`src/rtl/drbe_tap_scheduler.sv`:
```
// Tap scheduler: captures a (delay, obj_id) table from the config stream, then sweeps a sample
// counter and emits a one-cycle tap pulse for each enabled entry whose delay equals the sample index.
module drbe_tap_scheduler #(
  parameter int delay_length = 14,
  parameter int obj_id_width = 2,
  parameter int N_obj        = 4
) (
  input  logic                    CLK,
  input  logic                    reset,
  input  logic                    cfg_clear,
  input  logic                    cfg_valid,
  input  logic [delay_length-1:0] delay_matrix_element,
  input  logic [obj_id_width-1:0] obj_id_element,
  input  logic                    run_en,
  output logic                    cfg_ready,
  output logic                    armed,
  output logic [delay_length-1:0] sample_cnt,
  output logic                    out_valid,
  output logic [obj_id_width-1:0] out_obj_id,
  output logic [delay_length-1:0] out_delay,
  output logic                    done,
  output logic                    collision_err
);

  localparam int PTR_W = (N_obj > 1) ? $clog2(N_obj) : 1;
  localparam int CNT_W = $clog2(N_obj + 1);
  localparam logic [delay_length-1:0] DISABLED    = '1;
  localparam logic [delay_length-1:0] LAST_SAMPLE = {{(delay_length-1){1'b1}}, 1'b0};

  typedef enum logic [1:0] {S_LOAD, S_ARMED, S_RUN, S_DONE} state_t;

  state_t state, state_next;

  logic [delay_length-1:0] tbl_delay [N_obj];
  logic [obj_id_width-1:0] tbl_id    [N_obj];
  logic [PTR_W-1:0]        wr_ptr;
  logic [CNT_W-1:0]        enabled_cnt, emit_cnt;

  logic [N_obj-1:0]        match;
  logic [CNT_W-1:0]        match_cnt, en_cnt;
  logic [PTR_W-1:0]        hit_idx;
  logic                    hit;

  // Parallel compare of the sample index against every table entry.
  always_comb begin
    // NOTE: every always_comb output gets a default first so no path can infer a latch.
    match     = '0;
    match_cnt = '0;
    en_cnt    = '0;
    hit_idx   = '0;
    hit       = 1'b0;
    for (int i = 0; i < N_obj; i++) begin
      if (tbl_delay[i] != DISABLED) begin
        en_cnt = en_cnt + CNT_W'(1);
        if (tbl_delay[i] == sample_cnt) match[i] = 1'b1;
      end
      match_cnt = match_cnt + CNT_W'(match[i]);
    end
    // Scan downward so the lowest matching index is the one left standing.
    for (int i = N_obj - 1; i >= 0; i--) begin
      if (match[i]) begin
        hit     = 1'b1;
        hit_idx = PTR_W'(i);
      end
    end
  end

  always_comb begin
    state_next = state;
    case (state)
      S_LOAD:  if (cfg_valid && wr_ptr == PTR_W'(N_obj - 1)) state_next = S_ARMED;
      S_ARMED: if (run_en) state_next = S_RUN;
      S_RUN: begin
        if (!run_en)                                                  state_next = S_ARMED;
        else if (emit_cnt == enabled_cnt || sample_cnt == LAST_SAMPLE) state_next = S_DONE;
      end
      S_DONE:  if (!run_en) state_next = S_ARMED;
      default: state_next = S_LOAD;
    endcase
    if (cfg_clear) state_next = S_LOAD;
  end

  always_ff @(posedge CLK or posedge reset) begin
    // NOTE: sequential state uses non-blocking assignments so all registers update from pre-edge values.
    if (reset) state <= S_LOAD;
    else       state <= state_next;
  end

  always_ff @(posedge CLK or posedge reset) begin
    if (reset) begin
      // NOTE: the table is only N_obj entries and its disabled default is observable, so it is reset like any register.
      for (int i = 0; i < N_obj; i++) begin
        tbl_delay[i] <= DISABLED;
        tbl_id[i]    <= '0;
      end
      wr_ptr        <= '0;
      enabled_cnt   <= '0;
      emit_cnt      <= '0;
      sample_cnt    <= '0;
      out_valid     <= 1'b0;
      out_obj_id    <= '0;
      out_delay     <= '0;
      collision_err <= 1'b0;
    end else begin
      out_valid <= 1'b0;
      if (cfg_clear) begin
        for (int i = 0; i < N_obj; i++) begin
          tbl_delay[i] <= DISABLED;
          tbl_id[i]    <= '0;
        end
        wr_ptr        <= '0;
        enabled_cnt   <= '0;
        emit_cnt      <= '0;
        sample_cnt    <= '0;
        collision_err <= 1'b0;
      end else begin
        case (state)
          S_LOAD: if (cfg_valid) begin
            tbl_delay[wr_ptr] <= delay_matrix_element;
            tbl_id[wr_ptr]    <= obj_id_element;
            wr_ptr <= (wr_ptr == PTR_W'(N_obj - 1)) ? '0 : wr_ptr + PTR_W'(1);
          end
          S_ARMED: if (run_en) begin
            sample_cnt  <= '0;
            emit_cnt    <= '0;
            enabled_cnt <= en_cnt;
          end
          S_RUN: begin
            if (!run_en) begin
              sample_cnt <= '0;
            end else begin
              if (hit) begin
                out_valid  <= 1'b1;
                out_obj_id <= tbl_id[hit_idx];
                out_delay  <= sample_cnt;
              end
              // Dropped collision losers still count, so the run ends once every enabled entry is accounted for.
              emit_cnt <= emit_cnt + match_cnt;
              if (match_cnt > CNT_W'(1)) collision_err <= 1'b1;
              if (sample_cnt != LAST_SAMPLE) sample_cnt <= sample_cnt + delay_length'(1);
            end
          end
          default: ;
        endcase
      end
    end
  end

  assign cfg_ready = (state == S_LOAD);
  assign armed     = (state == S_ARMED);
  assign done      = (state == S_DONE);

endmodule

```
`config.mk`:
```
export PLATFORM = sky130hd
export DESIGN_NAME = drbe_tap_scheduler
export DESIGN_NICKNAME = d
export VERILOG_FILES = /design/src/rtl/drbe_tap_scheduler.sv
export SDC_FILE = /design/constraint.sdc
export NUM_CORES = 1
export LEC_CHECK = 0
export CORE_MARGIN = 5
export CORE_UTILIZATION = 50
export CTS_CLUSTER_SIZE = 12
export DETAILED_ROUTE_END_ITERATION = 12
export GPL_TIMING_DRIVEN = 0
export PLACE_DENSITY = 0.77
export SETUP_SLACK_MARGIN = 0.1
export SYNTH_ARGS = -nofsm -noshare
export SYNTH_HDL_FRONTEND = slang
export SYNTH_SLANG_ARGS = --single-unit
```
`constraint.sdc`:
```
create_clock -name CLK -period 6.4 [get_ports CLK]
set_clock_uncertainty 0.15 [all_clocks]
set_input_delay 1.28 -clock CLK [delete_from_list [all_inputs] [get_ports CLK]]
set_output_delay 1.28 -clock CLK [all_outputs]
set_load 0.01 [all_outputs]
```
Word level (Yosys, flattened, before mapping)
Cells that the tools add are included.
W data, S select, Z words.
{ "word_totals": {"regBits": 106, "word_cells": 138, "in_bits": 21} }
{ "op_classes": {"bitwise": 3, "reduce_logical": 18, "eq_ne": 21, "addsub": 9, "order_cmp": 4, "muxes": 66} }
{ "op_table": {"columns": ["cell", "n"], "rows": [
  ["$mux W56", 3],
  ["$mux W14", 5],
  ["$ne A14 B14 Y1 const B", 5],
  ["$bwmux W56", 1],
  ["$eq A14 B14 Y1", 4],
  ["$mux W2", 17],
  ["$demux W14 S2", 1],
  ["$pmux W14 S2", 1],
  ["$mux W3", 9],
  ["$mux W8", 3],
  ["$mux W1", 21],
  ["$add A14 B1 Y14 const B", 1],
  ["$eq A14 B14 Y1 const B", 1],
  ["$reduce_bool A2 Y1", 6],
  ["$add A3 B1 Y3 const B", 3],
  ["$ne A3 B3 Y1 const B", 3],
  ["$reduce_and A3 Y1", 3],
  ["$bwmux W8", 1],
  ["$ne A4 B4 Y1 const B", 2],
  ["$pmux W2 S4", 1],
  ["$reduce_and A4 Y1", 2],
  ["$eq A2 B2 Y1 const B", 3],
  ["$ge A3 B3 Y1 const B", 2],
  ["$not A2 Y3", 2],
  ["19 further kinds", 21]
]} }

Depth between registers and ports, before layout
Gate-level depths: netlist of run 1.
{ "depth": {"ltp_word": 11, "ltp_mapped": 16, "mapped_depth_nobuf": 15} }

Least setup slack after synthesis of run 1
Ideal clock, no wire load.
{ "synth_path": {"path_kind": "register to register", "startpoint": "reg sample_cnt[2]", "endpoint": "reg emit_cnt[2]", "required_time_ns": 6.118, "path_slack_ns": 2.854, "stages_incl_launch_ff": 17, "n_path_buf": 1, "t_arrival_ns": 3.264, "setup_time_ns": 0.132, "path_cell_list": "dfrtp_1 -> buf_4 -> xor2_1 -> nor4_1 -> nand4_1 -> nand2b_1 -> xnor2_1 -> ha_1 -> ha_1 -> inv_1 -> ha_1 -> fa_1 -> xor2_1 -> nand2_1 -> mux2i_1 -> a22oi_1 -> nor2_1"} }
{ "synth_between": {"elab_chain_cells": 10, "word_cells_on_any_way": 19, "classes_between": "add/sub: 4; eq/ne: 4; mux: 11"} }
{ "synth_lines": {"columns": ["element", "line", "rtl"], "rows": [
  ["start: declaration", "17", "output logic [delay_length-1:0] sample_cnt,"],
  ["start signal: assignment", "140", "if (sample_cnt != LAST_SAMPLE) sample_cnt <= sample_cnt + delay_length'(1);"],
  ["$eq A14 B14 Y1", "55", "if (tbl_delay[i] == sample_cnt) match[i] = 1'b1;"],
  ["$mux W1", "55", null],
  ["$mux W1", "53", "if (tbl_delay[i] != DISABLED) begin"],
  ["$add A1 B1 Y2", "57", "match_cnt = match_cnt + CNT_W'(match[i]);"],
  ["$add A2 B1 Y3", "57", null],
  ["$add A3 B1 Y3 (*)", "57", null],
  ["$add A3 B3 Y3 (*)", "138", "emit_cnt <= emit_cnt + match_cnt;"],
  ["$mux W3 (*)", "129", "if (!run_en) begin"],
  ["$pmux W3 S2 (*)", "117", "case (state)"],
  ["$mux W3 (*)", "106", "if (cfg_clear) begin"],
  ["end signal: assignment", "138", null],
  ["end: declaration", "37", "logic [CNT_W-1:0] enabled_cnt, emit_cnt;"]
]} }
Every way passes the cells marked *; elsewhere a longest branch is shown, timed or not. The select of a mux whose other input is x is not followed.
A chain may end at the register's enable or synchronous reset.

Final worst setup path of run 1
Ends and elaborated chain as after synthesis.

==> impl_table.tex, run 1 <==
\begin{tabular}{lr}
\hline
Metric & Value \\
\hline
\multicolumn{2}{l}{\textbf{Status}} \\
Result of the run & completed \\
\multicolumn{2}{l}{\textbf{Pwr}} \\
Worst vdd rail ir drop & 0.172 mV \\
Final total power & 1.61 mW \\
Pwr dens & 226 mW/mm2 \\
Static leakage & 3.12 nW \\
Sw Ratio & 28.7\% \\
Cell-internal power & 1.15 mW \\
Power share of the sequential group & 47.5\% \\
Part of the total power dissipated in the clock network & 33.3\% \\
Part of the power in combinational logic & 19.2\% \\
Net switching power figure & 0.462 mW \\
\multicolumn{2}{l}{\textbf{STA}} \\
RSZ-0062 raised after global routing & no \\
Total negative slack for setup checks & 0 ps \\
Share of the clock period used by the worst path after layout & 62.8\% \\
Final Critical Period & 4020 ps \\
Final Setup Violations & 0 \\
Pin slew with the least headroom to its limit & 692 ps \\
Top achievable clock speed & 249 MHz \\
Hold Violations, Final & 0 \\
Worst rel slew slack & 53.7\% \\
Max-slew violation count & 0 \\
\multicolumn{2}{l}{\textbf{Layout}} \\
Synth-to-Final Area Change & 17.2\% \\
Area of the multi-input gates & 0.00309 mm2 \\
Sequential cell area & 0.00272 mm2 \\
Post-layout nets & 740 \\
Share of post-route cells with drive strength above 1 & 16.3\% \\
Filler cell count in the final layout & 1,002 \\
Number of diodes & 0 \\
Filler-free cell count of the finished design & 852 \\
\multicolumn{2}{l}{\textbf{Worst setup path}} \\
Category of the worst setup path capture point & flop \\
Kind of start point of the critical path & flop \\
Crit Path Category & flop to flop \\
Maximum fanout along the worst path & 10 \\
Required @ worst endpoint & 6530 ps \\
WP data arrival & 4150 ps \\
\multicolumn{2}{l}{\textbf{Drt}} \\
Initial drt markers & 452 \\
Total iterations of the first detailed-routing run & 5 \\
Total via count in the routed design & 4,944 \\
Post-detailed-routing wire length & 16,300 um \\
Avg WL per Cell & 19.1 um \\
DRT antenna net count & 0 \\
Routed vias/inst & 5.80 \\
Final routed DRC violation total & 0 \\
\multicolumn{2}{l}{\textbf{GRT}} \\
Global-route track usage on met3 & 6.31\% \\
Global-route congestion overflow total & 0 \\
Busiest layer in global routing & met2 \\
Met2 demand-to-capacity share in global routing & 38.1\% \\
Combined global-route utilization of all metal layers & 23.2\% \\
First-pass GRT wire length & 25,900 um \\
Met1 capacity usage during global routing & 30.0\% \\
Via count of the first global-routing pass & 4,902 \\
Pin count of the biggest net entering global routing & 65 \\
Number of antenna violations at the first check in global routing & 0 \\
\multicolumn{2}{l}{\textbf{Min path}} \\
Worst min-delay path class & flop to flop \\
\multicolumn{2}{l}{\textbf{Placement}} \\
Input/output buffers & 55 \\
Placed instance count & 836 \\
Sum of net half-perimeters after detailed placement & 11,800 um \\
Gpl congestion & 0.882 \\
\multicolumn{2}{l}{\textbf{CTS}} \\
Clock tree buffer depth & 2 \\
Clock latency at the later pin of the worst-skew pair & 360 ps \\
CTS HTree Levels & 3 \\
Cell at the root of the clock tree & clkbuf\_16 \\
CTS resizes & 0 \\
CTS tree & built \\
Number of clock sinks & 106 \\
Register clock-pin slew on the reported worst setup and hold paths & 70 ps \\
TritonCTS Buffers & 9 \\
Total setup buffers inserted after CTS & 0 \\
Hold bufs inserted after CTS & 0 \\
\multicolumn{2}{l}{\textbf{Floorplanning}} \\
Rows & 40 \\
Die Y & 120 um \\
Die span in x & 120 um \\
Area of the die & 0.0145 mm2 \\
Core Footprint & 0.0120 mm2 \\
Number of I/O pins & 56 \\
Initial cell density of the core & 50.9\% \\
\multicolumn{2}{l}{\textbf{Synthesis}} \\
Predominant post-synthesis flop cell & dfstp\_2 \\
Synthesized instance count & 633 \\
Mean Syn Cell Area & 9.61 um2 \\
Number of library cell types mapped by synthesis & 55 \\
Yosys warns & 0 \\
Sequential share of the synthesized area & 44.8\% \\
Count of flip-flops with a built-in enable after synthesis & 0 \\
Register bit count reported by yosys & 106 \\
Synth Net Count & 673 \\
Synthesized area & 0.00608 mm2 \\
Fraction of synthesis flops using an asynchronous set or reset pin & 100\% \\
\multicolumn{2}{l}{\textbf{Flow run}} \\
Number of maximum-capacitance violations & 0 \\
\hline
\end{tabular}
-- metrics by stage --
stage               setup slack [ps]  util, %  cell area [um2]  hold slack, ps
global route                    2190     59.6             7130             367
CTS                             2420     59.6             7130             353
detailed placement              2450     57.2             6850             343
floorplan                       2270        -             6080             328
finish                          2380     59.6             7130             351
global placement                 799     57.0             6820             339
-- metal layers --
layer,share of wire (%),vias up
met2,47,175
met1,44,2441
met3,6.7,33
met5,0,-
met4,2.3,0
li1,-,2295
-- final timing paths --
| check | from | to | slack, ps | cells past startpoint |
|---|---|---|---|---|
| min reg2reg | tbl_delay[31] | tbl_delay[31] | 350 | 2 |
| min in group asynchronous | reset | out_delay[0] | 1180 | 2 |
| min | tbl_delay[31] | tbl_delay[31] | 350 | 2 |
| max in group asynchronous | reset | tbl_delay[54] | 4180 | 3 |
| max reg2reg | sample_cnt[2] | emit_cnt[2] | 2380 | 16 |
| max | sample_cnt[2] | emit_cnt[2] | 2380 | 16 |
-- cell families (layout without fill, tap and decap cells) --
| kind of cell | count (synthesis) | in the layout | synth area share (%) |
|---|---|---|---|
| AND/OR/NAND/NOR | 307 | 307 | 27.0 |
| buffers and inverters | 62 | 134 | 4.46 |
| XOR/XNOR | 71 | 71 | 10.2 |
| flip-flops | 106 | 106 | 44.8 |
| multiplexers | 16 | 16 | 3.60 |
| AO/OA/AOI/OAI | 52 | 52 | 5.92 |
| adder cells (fa/ha/maj) | 19 | 19 | 4.03 |
-- cell type report --
| class | instances | share of cell area [%] |
|---|---|---|
| Clock buffer | 15 | 3.89 |
| Sequential cell | 106 | 38.2 |
| Clock inverter | 1 | 0.0877 |
| Tap cell | 147 | 2.58 |
| Multi-Input combinational cell | 465 | 43.3 |
| Timing Repair Buffer | 56 | 8.11 |
| Inverter | 19 | 1.04 |
| Buffer | 43 | 2.81 |
-- placed cells by master (no fill, tap or decap), types with 3 or more instances in the layout --
| cell | n |
|---|---|
| a21oi_1 | 18 |
| a311oi_1 | 3 |
| and3_1 | 7 |
| buf_2 | 13 |
| clkbuf_1 | 29 |
| clkbuf_16 | 9 |
| clkbuf_8 | 3 |
| clkdlybuf4s50_1 | 55 |
| dfrtp_1 | 50 |
| dfstp_2 | 56 |
| ha_1 | 18 |
| inv_1 | 16 |
| mux2_2 | 3 |
| mux2_4 | 11 |
| nand2_1 | 146 |
| nand2b_1 | 3 |
| nand3_1 | 12 |
| nand3b_1 | 56 |
| nand4_1 | 20 |
| nor2_1 | 20 |
| nor3_1 | 8 |
| nor4_1 | 12 |
| nor4_4 | 4 |
| o21ai_0 | 8 |
| o31ai_1 | 3 |
| or3_1 | 4 |
| xnor2_1 | 25 |
| xor2_1 | 46 |
-- synth_stat cells (all sizes together) (12+ instances only) --
master | count | share of area [%]
xnor2 | 25 | 3.6
xor2 | 46 | 6.6
a21oi | 18 | 1.5
mux2 | 14 | 3.3
clkbuf | 26 | 1.6
nor4 | 17 | 2.8
dfrtp | 50 | 21
nand3b | 56 | 6.9
inv | 19 | 1.2
nand3 | 12 | 0.99
ha | 18 | 3.7
dfstp | 56 | 24
nand2 | 146 | 9.0
nor2 | 22 | 1.4
nand4 | 21 | 2.3
buf | 17 | 1.7
-- critical path, cell delays in order (launching register included) --
cell and delay (ps):
dfrtp_1 470, buf_4 220, xor2_1 170, nor4_1 320, nand4_1 260, nand2b_1 310, xnor2_1 170, ha_1 290
ha_1 220, inv_1 60, ha_1 240, fa_1 410, xor2_1 220, nand2_1 70, mux2i_1 150, a22oi_1 100
nor2_1 110
-- power groups by stage --
stage / clock (mW) / combinational, mW / sequential (mW)
5_1_grt: 0.573 / 0.346 / 0.769
3_5_place_dp: 0 / 0.307 / 0.775
4_1_cts: 0.549 / 0.310 / 0.763
6_report: 0.536 / 0.309 / 0.765
3_3_place_gp: 0 / 0.292 / 0.772
2_1_floorplan: 0 / 0.223 / 0.763
-- flip-flops by register name, indices dropped and copies added, names as in the netlist --
signal,flops
state,2
enabled_cnt,3
tbl_id,8
emit_cnt,3
sample_cnt,14
tbl_delay,56
out_valid,1
out_obj_id,2
out_delay,14
collision_err,1
wr_ptr,2
No activity file was read; power rests on OpenSTA's default activity.
==> run 2, diff against run 1 <==
==> constraint.sdc (replaced) <==
create_clock -name CLK -period 3.7 [get_ports CLK]
set_clock_uncertainty 0.15 [all_clocks]
set_input_delay 0.74 -clock CLK [delete_from_list [all_inputs] [get_ports CLK]]
set_output_delay 0.74 -clock CLK [all_outputs]
set_load 0.01 [all_outputs]
==> run 2 against run 1 <==
Non-clock buffer count is 13 higher. Critical endpoint unchanged. Critical path type unchanged. Fmax is 14% higher. Worst hold slack worse by 0.69 ps. Clock power is 73% higher.
==> impl_table.tex, run 2 (synthesized netlist as in run 1, its figures left out) <==
\begin{tabular}{lr}
\hline
Metric & Value \\
\hline
\multicolumn{2}{l}{\textbf{Layout}} \\
Post-layout nets & 753 (was 740) \\
Filler cell count in the final layout & 990 (was 1,002) \\
Sequential cell area & 0.00273 mm2 (was 0.00272 mm2) \\
Largest regs & tbl\_delay (56), out\_delay (14), sample\_cnt (14) (unchanged) \\
Area of the multi-input gates & 0.00318 mm2 (was 0.00309 mm2) \\
Number of flip-flops in the largest register & 56 (unchanged) \\
Synth-to-Final Area Change & 21.3\% (was 17.2\%) \\
Number of diodes & 0 (unchanged) \\
Final Instance Area & 0.00738 mm2 (was 0.00713 mm2) \\
Share of post-route cells with drive strength above 1 & 19.6\% (was 16.3\%) \\
Top library cells by usage in the layout, fill and taps aside & nand2\_1 (146), nand3b\_1 (56), dfstp\_2 (56) (unchanged) \\
Most common cell after layout, fill and taps aside & nand2\_1 (unchanged) \\
Reg with most FFs & tbl\_delay (unchanged) \\
\multicolumn{2}{l}{\textbf{Worst setup path}} \\
Cell breakdown of the critical path & buf\_6 -> xor2\_1 -> nor4\_1 -> nand4\_1 -> nand2b\_4 -> xnor2\_1 -> ha\_1 -> ha\_4 -> ha\_4 -> fa\_2 -> xor2\_2 -> nand2\_1 -> mux2i\_1 -> a22oi\_1 -> nor2\_1 (was buf\_4 -> xor2\_1 -> nor4\_1 -> nand4\_1 -> nand2b\_1 -> xnor2\_1 -> ha\_1 -> ha\_1 -> inv\_1 -> ha\_1 -> fa\_1 -> xor2\_1 -> nand2\_1 -> mux2i\_1 -> a22oi\_1 -> nor2\_1) \\
Category of the worst setup path capture point & flop (unchanged) \\
Required @ worst endpoint & 3770 ps (was 6530 ps) \\
Crit Path Category & flop to flop (unchanged) \\
Max incr delay on CP & 390 ps (was 470 ps) \\
Critical Path Slowest Stage Cell & dfrtp\_1 (unchanged) \\
Maximum fanout along the worst path & 10 (unchanged) \\
Library cell appearing most often on the critical path & ha\_4 (was ha\_1) \\
Kind of start point of the critical path & flop (unchanged) \\
WP data arrival & 3590 ps (was 4150 ps) \\
Register-to-Register Path Depth & 15 (was 16) \\
\multicolumn{2}{l}{\textbf{Pwr}} \\
Worst vdd rail ir drop & 0.297 mV (was 0.172 mV) \\
Static leakage & 3.21 nW (was 3.12 nW) \\
Final total power & 2.79 mW (was 1.61 mW) \\
Pwr dens & 379 mW/mm2 (was 226 mW/mm2) \\
\multicolumn{2}{l}{\textbf{Floorplanning}} \\
Die span in x & 120 um (unchanged) \\
Number of I/O pins & 56 (unchanged) \\
Die Y & 120 um (unchanged) \\
Area of the die & 0.0145 mm2 (unchanged) \\
Initial cell density of the core & 50.9\% (unchanged) \\
Core Footprint & 0.0120 mm2 (unchanged) \\
Rows & 40 (unchanged) \\
\multicolumn{2}{l}{\textbf{STA}} \\
Max-slew violation count & 0 (unchanged) \\
Pin slew with the least headroom to its limit & 723 ps (was 692 ps) \\
Top achievable clock speed & 284 MHz (was 249 MHz) \\
Worst rel slew slack & 51.6\% (was 53.7\%) \\
Total negative slack for setup checks & 0 ps (unchanged) \\
RSZ-0062 raised after global routing & yes (was no) \\
Share of the clock period used by the worst path after layout & 95.0\% (was 62.8\%) \\
Worst hold slack across all endpoints & 350 ps (was 351 ps) \\
Hold Violations, Final & 0 (unchanged) \\
Final Setup Violations & 0 (unchanged) \\
Final Critical Period & 3520 ps (was 4020 ps) \\
\multicolumn{2}{l}{\textbf{GRT}} \\
Busiest layer in global routing & met2 (unchanged) \\
Number of antenna violations at the first check in global routing & 0 (unchanged) \\
Met1 capacity usage during global routing & 30.6\% (was 30.0\%) \\
Met2 demand-to-capacity share in global routing & 39.3\% (was 38.1\%) \\
Global-route congestion overflow total & 0 (unchanged) \\
Via count of the first global-routing pass & 4,959 (was 4,902) \\
Pin count of the biggest net entering global routing & 65 (unchanged) \\
First-pass GRT wire length & 26,300 um (was 25,900 um) \\
Global-route track usage on met3 & 6.03\% (was 6.31\%) \\
Combined global-route utilization of all metal layers & 23.6\% (was 23.2\%) \\
\multicolumn{2}{l}{\textbf{CTS}} \\
TritonCTS Buffers & 9 (unchanged) \\
Number of clock sinks & 106 (unchanged) \\
Cell at the root of the clock tree & clkbuf\_16 (unchanged) \\
Register clock-pin slew on the reported worst setup and hold paths & 70 ps (about the same) \\
CTS HTree Levels & 3 (unchanged) \\
Clock latency at the later pin of the worst-skew pair & 350 ps (was 360 ps) \\
CTS tree & built (unchanged) \\
Clock tree buffer depth & 2 (unchanged) \\
\multicolumn{2}{l}{\textbf{Placement}} \\
Input/output buffers & 55 (unchanged) \\
Gpl congestion & 0.882 (unchanged) \\
Sum of net half-perimeters after detailed placement & 11,800 um (unchanged) \\
Post-placement cell area & 0.00685 mm2 (unchanged) \\
\multicolumn{2}{l}{\textbf{Drt}} \\
Post-detailed-routing wire length & 16,800 um (was 16,300 um) \\
Routed vias/inst & 5.75 (was 5.80) \\
Final routed DRC violation total & 0 (unchanged) \\
Avg WL per Cell & 19.4 um (was 19.1 um) \\
DRT antenna net count & 0 (unchanged) \\
Total iterations of the first detailed-routing run & 5 (unchanged) \\
Initial drt markers & 395 (was 452) \\
Total via count in the routed design & 4,971 (was 4,944) \\
\multicolumn{2}{l}{\textbf{Min path}} \\
Hold path depth & 2 (unchanged) \\
Worst min-delay path class & flop to flop (unchanged) \\
\multicolumn{2}{l}{\textbf{Flow run}} \\
Number of maximum-capacitance violations & 0 (unchanged) \\
\multicolumn{2}{l}{\textbf{Status}} \\
Result of the run & completed (unchanged) \\
\hline
\end{tabular}
-- run 2: cell type report --
type	count	area share [%]
multi-input cells	465	43.1
clock buffers	15	3.76
inverters	19	1.00
well taps	147	2.49
repair buffers	69	9.33
clock inverters	1	0.0848
flip-flops and latches	106	36.9
plain buffers	43	3.32
-- run 2: worst max-delay path, delay by kind of cell (launching register included) --
kind	cells	cell delay (ps)
buffers and inverters	1	160
xor gates and xnor gates	3	460
DFF	1	390
muxes	1	70
and+or+nand+nor	5	860
AOI/OAI and AO/OA	1	170
adders and majority gates	4	1110
-- run 2: worst paths after layout --
check / startpoint / end / slack (ps)
worst max-delay path: sample_cnt[4] / emit_cnt[2] / 180
worst min-delay path: tbl_delay[31] / tbl_delay[31] / 350
worst max register to register: sample_cnt[4] / emit_cnt[2] / 180
worst min register to register: tbl_delay[31] / tbl_delay[31] / 350
max in group asynchronous: reset / tbl_delay[54] / 2020
min in group asynchronous: reset / out_delay[1] / 640
-- run 2: metrics by stage --
step | std cells | setup WS (ps) | utilization [%]
6_report | 865 | 184 | 61.7
5_1_grt | 865 | 66.3 | 61.7
4_1_cts | 861 | 105 | 60.6
3_5_place_dp | 836 | -250 | 57.2
3_3_place_gp | 835 | -1360 | 57.0
2_1_floorplan | 633 | 114 | -
-- run 2: layer usage --
layer / share of wire [%] / wire length (um)
met4: 1.6 / 261
met2: 49 / 8210
met3: 6.9 / 1170
met1: 43 / 7180
met5: 0 / 0
-- run 2: what timing repair did --
item                                    in CTS  in global routing
endpoints found under the setup margin       2                  1
pin swaps                                    9                 14
buffers inserted                             9                  4
gates resized for setup                     19                 13
hold buffers                                 0                  0
gates cloned                                 0                  0
hold endpoints to repair                     0                  0
-- run 2: power by group --
part	switching, mW	leakage, nW	internal, mW
combinational	0.329	1.80	0.214
clock	0.414	0.140	0.514
sequential	0.0652	1.27	1.26
